### src/rtl/mem_wb_stage.sv
// MEM/WB pipeline stage: 2-entry skid buffer with valid/ready handshakes, cache-hit gating,
// synchronous flush and an internal writeback mux. Optional stall counter via MEM_WB_STALL_CNT_EN.
module mem_wb_stage #(
    parameter int DATA_W = 32,
    parameter int REG_W  = 5
) (
    input  logic              clk,
    input  logic              rst_n,
    input  logic              hit,
    input  logic              flush,
    input  logic              in_valid,
    output logic              in_ready,
    input  logic [DATA_W-1:0] read_data,
    input  logic [DATA_W-1:0] alu_result,
    input  logic [REG_W-1:0]  write_reg,
    input  logic              reg_write,
    input  logic              mem_to_reg,
    output logic              out_valid,
    input  logic              out_ready,
    output logic [DATA_W-1:0] read_data_out,
    output logic [DATA_W-1:0] alu_result_out,
    output logic [REG_W-1:0]  write_reg_out,
    output logic              reg_write_out,
    output logic              mem_to_reg_out,
    output logic [DATA_W-1:0] wb_data
`ifdef MEM_WB_STALL_CNT_EN
    ,
    output logic [15:0]       stall_cnt
`endif
);

    typedef enum logic [1:0] {
        EMPTY = 2'd0,
        ONE   = 2'd1,
        FULL  = 2'd2
    } state_t;

    state_t state, state_next;
    logic   head, head_next;
    logic   tail;
    logic   push, pop;

    logic [DATA_W-1:0] rd_slot  [2];
    logic [DATA_W-1:0] alu_slot [2];
    logic [REG_W-1:0]  wr_slot  [2];
    logic              rw_slot  [2];
    logic              m2r_slot [2];

    // in_ready is forced low during reset so MEM never sees a phantom accept.
    assign in_ready  = rst_n && hit && (state != FULL) && !flush;
    assign out_valid = (state != EMPTY);
    assign push      = in_valid && in_ready;
    assign pop       = out_valid && out_ready;
    assign tail      = (state == EMPTY) ? head : ~head;

    always_comb begin
        state_next = state;
        head_next  = head;
        if (flush) begin
            state_next = EMPTY;
            head_next  = 1'b0;
        end else begin
            case (state)
                EMPTY: begin
                    if (push) state_next = ONE;
                end
                ONE: begin
                    if (push && !pop) begin
                        state_next = FULL;
                    end else if (pop) begin
                        state_next = push ? ONE : EMPTY;
                        head_next  = ~head;
                    end
                end
                FULL: begin
                    if (pop) begin
                        state_next = ONE;
                        head_next  = ~head;
                    end
                end
                default: begin
                    state_next = EMPTY;
                    head_next  = 1'b0;
                end
            endcase
        end
    end

    always_ff @(negedge clk or negedge rst_n) begin
        if (!rst_n) begin
            state <= EMPTY;
            head  <= 1'b0;
        end else begin
            state <= state_next;
            head  <= head_next;
        end
    end

    // Payload slots are left untouched by flush; only reset clears them.
    always_ff @(negedge clk or negedge rst_n) begin
        if (!rst_n) begin
            for (int i = 0; i < 2; i++) begin
                rd_slot[i]  <= '0;
                alu_slot[i] <= '0;
                wr_slot[i]  <= '0;
                rw_slot[i]  <= 1'b0;
                m2r_slot[i] <= 1'b0;
            end
        end else if (push) begin
            rd_slot[tail]  <= read_data;
            alu_slot[tail] <= alu_result;
            wr_slot[tail]  <= write_reg;
            rw_slot[tail]  <= reg_write;
            m2r_slot[tail] <= mem_to_reg;
        end
    end

    assign read_data_out  = rd_slot[head];
    assign alu_result_out = alu_slot[head];
    assign write_reg_out  = wr_slot[head];
    assign reg_write_out  = rw_slot[head] && out_valid;
    assign mem_to_reg_out = m2r_slot[head];
    assign wb_data        = m2r_slot[head] ? rd_slot[head] : alu_slot[head];

`ifdef MEM_WB_STALL_CNT_EN
    // Counts cycles where MEM offers an entry but the cache missed; flush leaves it alone.
    always_ff @(negedge clk or negedge rst_n) begin
        if (!rst_n) begin
            stall_cnt <= 16'h0000;
        end else if (in_valid && !hit && (stall_cnt != 16'hFFFF)) begin
            stall_cnt <= stall_cnt + 16'h0001;
        end
    end
`endif

endmodule

### config.mk
export PLATFORM = sky130hd
export DESIGN_NAME = mem_wb_stage
export DESIGN_NICKNAME = d
export VERILOG_FILES = /design/src/rtl/mem_wb_stage.sv
export SDC_FILE = /design/constraint.sdc
export NUM_CORES = 1
export LEC_CHECK = 0
export CORE_AREA = 2 2 123 125
export DETAILED_ROUTE_END_ITERATION = 16
export DIE_AREA = 0 0 125 127
export GPL_TIMING_DRIVEN = 0
export PLACE_DENSITY = 0.79
export SKIP_LAST_GASP = 1
export SYNTH_ARGS = -nofsm -noshare
export SYNTH_HDL_FRONTEND = slang
export SYNTH_SLANG_ARGS = --single-unit
export TNS_END_PERCENT = 20
### constraint.sdc
create_clock -name clk -period 2.7 [get_ports clk]
set_input_delay 0.81 -clock clk [delete_from_list [all_inputs] [get_ports clk]]
set_output_delay 0.81 -clock clk [all_outputs]
set_load 0.01 [all_outputs]
* Word level (Yosys, flattened, before mapping) *
Index checks and enable logic that the tools add are counted.
Widths: inputs -> output; s select.

word-level totals
  register bits = 145
  output and inout bits = 105

cells by class
  magnitude comparators = 3
  eq/ne operators = 8
  mux-type cells = 39
  bitwise operators = 3
  reductions and logical operators = 14

operators with widths
  operator            number
  $mux 32             8
  $bwmux 64           2
  $demux 32 s1        1
  $mux 5              4
  $mux 1              12
  $bwmux 10           1
  $mux 2              5
  $ne 3x3->1 const B  3
  $logic_and 1x1->1   8
  $pmux 2 s3          1
  $demux 5 s1         1
  $bwmux 2            2
  $ge 2x2->1 const B  2
  $ne 2x2->1 const B  2
  $ne 4x4->1 const B  1
  $not 1->2           2
  $pmux 1 s3          1
  $reduce_and 3->1    1
  $eq 2x1->1 const B  1
  $eq 2x2->1 const B  1
  $logic_not 1->1     2
  $logic_not 2->1     1
  $lt 2x1->1 const B  1
  $reduce_and 2->1    1
  3 further kinds     3

* Logic depth before layout (Yosys ltp) *
  depth after elaboration = 9
  depth in mapped cells = 8
  mapped depth without buffers = 6

==> metrics.cfg <==
[drt]
vias_per_cell=5.287
wl_mm=19.34
drt_iter0_markers=185
wl_per_cell_um=21.80
vias=4690
ant_nets=0
drc_errors=0
firstDrtPassIters=4

[power_and_ir_drop]
p_leak_uw=0.005375
p_per_area_mw_per_mm2=800.8
peakVddDrop_mv=0.5649

[grt]
grt_pass1_wl_mm=28.39
grt_pass1_vias=5101
grt_max_degree=81
antenna_found_initial=1
grt-ovfl-total=0
grt.total_usage_pct=23.41

[run_status]
status=finished, violations left
failed_checks=setup timing

[timing]
maxSlewHeadroom_pct=75.79
slew_viol_final=0
timing_hold_violations_final=0
setup_violations=250
setup_slack_ps=-1617
finClkSkew_ps=4.630
worst_slew_pin_slew_ps=363.2
rsz0062_at_grt=true
hold_ws_ps=448.1

[worst_setup_path]
critical_path_arrival_ps=3510
crit_path_end_kind=output port
cp_max_fo=6
path_class=register to output port
reg2regPathDepth=10
cp.required_ps=1890
worstSetupStartpointType=register

[synth]
synth_nets=528
post_synth.cell_area_avg_um2=15.73
synth_cells=447
synth_top_area_share_pct=51.59
async_flop_share_pct=100.0
synthTopCellsByArea=dfrtn_1 52%, mux2_2 28%, mux2_4 15%
syn-cell-area_mm2=0.007033
yosysUniqueCellTypes=25
ys_warn_count=0
yosys.area.top_type=dfrtn_1
synth-seq-cells=145
ys_seq_area_share_pct=51.59
synth_edf_count=0
synth-main-ff-cell=dfrtn_1

[layout]
final_cell_mix=145 x dfrtn_1, 134 x mux2_2, 109 x mux2_4
nFillCells=900
antenna_cells=0
layout_commonest_cell=dfrtn_1
fin_nets=771
areaGrowthSynthToFinish_pct=53.98
fin_cells=887
final_layout_size_suffix_gt1_share_pct=55.76

[cts]
htreeDepth=4
cts_tree=built
clock_latency_ps=400
root_buffer=clkbuf_16
cts_max_path_buffers=2
clkTransAtPathRegs_ps=50
clkSinkCount=145
numCtsBuffers=17

[floorplan]
core_region_area_mm2=0.01442
num_rows=44
fp.dieW_um=125
design.portCount=182
die_y_um=127
die_area_mm2=0.01588
start_util_pct=48.76

[hold_path]
min_path_type=register to register
hold_depth=1

[placed_design]
gp_congestion=0.8036
place_ws_ps=-1948
io_buffers=181
place.detailed.hpwl_mm=12.06
dp_cells=813

[flow_run]
cap_viol_max_count=0

-- kinds of logic (layout without fill, tap and decap cells) --
kind of cell | Yosys count | count (layout) | synth area share [%]
muxes | 245 | 245 | 42.93
DFF | 145 | 145 | 51.59
buffers and inverters | 32 | 287 | 2.864
and+or+nand+nor | 12 | 13 | 0.9787
AOI/OAI and AO/OA | 8 | 8 | 0.8007
adders and majority gates | 4 | 4 | 0.7116
xor gates and xnor gates | 1 | 1 | 0.1246
-- cell usage after synthesis, types with 2 or more instances --
master,instances
mux2_4,70
buf_2,17
buf_6,8
mux2i_1,2
inv_1,6
mux2_2,173
nand3_1,2
nor2_1,2
nor3_1,2
dfrtn_1,145
ha_1,4
a21oi_1,3
-- per-layer routing --
metal | up-vias | wire length (um) | track usage, % | part of all wire, %
met4 | 2 | 378 | 6.013 | 2.0
met1 | 2421 | 8187 | 29.44 | 42
met3 | 24 | 1062 | 7.119 | 5.5
met2 | 132 | 9694 | 39.80 | 50
li1 | 2111 | - | - | -
met5 | - | 13 | 0 | 0.067
-- sequential cells by signal (all words and copies together) (netlist names) --
register and flops:
rw_slot 2, wr_slot 10, state 2, rd_slot 64
head 1, alu_slot 64, m2r_slot 2
-- area by class of cell --
cell class	count	area, um^2	area share [%]
Sequential cell	145	3628	33.51
Multi-Input combinational cell	271	3387	31.28
Clock buffer	17	425.4	3.928
Timing Repair Buffer	228	2618	24.17
Inverter	6	22.52	0.2080
Clock inverter	15	231.5	2.137
Tap cell	184	230.2	2.126
Buffer	21	286.5	2.646
-- what timing repair did --
item                                    4_1_cts  5_1_grt
gates resized for setup                     238       62
pin swaps                                     0        3
buffers inserted                             16       17
cloned                                        5       12
endpoints found under the setup margin      250      250
hold buffers                                  0        0
-- per-stage QoR --
| step | TNS (ps) | instance area (um^2) | utilization [%] | total power (uW) |
|---|---|---|---|---|
| 2_1_floorplan | -175870 | 7212 | - | 4505 |
| 3_3_place_gp | -1974060 | 9254 | 64.16 | 5791 |
| 3_5_place_dp | -423750 | 9283 | 64.36 | 5889 |
| 4_1_cts | -371780 | 10390 | 72.03 | 8762 |
| 5_1_grt | -284530 | 10830 | 75.08 | 9061 |
| 6_report | -272690 | 10830 | 75.08 | 8672 |
-- critical path, cell delays in order, from the launching register on --
cell and delay (ps):
dfrtn_1 460, buf_8 130, buf_12 110, mux2i_4 290, buf_12 170, buf_8 140, mux2_4 310, buf_6 120
-- power breakdown --
part           internal, uW  switching (uW)  total (uW)  leakage [uW]
logic                  2010            1100        3110       0.00322
clock network          1650             960        2610      0.000315
registers              2690             259        2950       0.00184
total                  6360            2320        8670       0.00537
-- worst paths after layout --
path	start	slack (ps)	to
max	head	-1620	wb_data[10]
min	alu_slot[28]	450	alu_slot[28]
max reg2reg	state[0]	250	alu_slot[56]
min reg2reg	alu_slot[28]	450	alu_slot[28]
max in group asynchronous	rst_n	440	rd_slot[58]
min in group asynchronous	rst_n	1480	rd_slot[50]
Power figures use the tool's default switching activity.
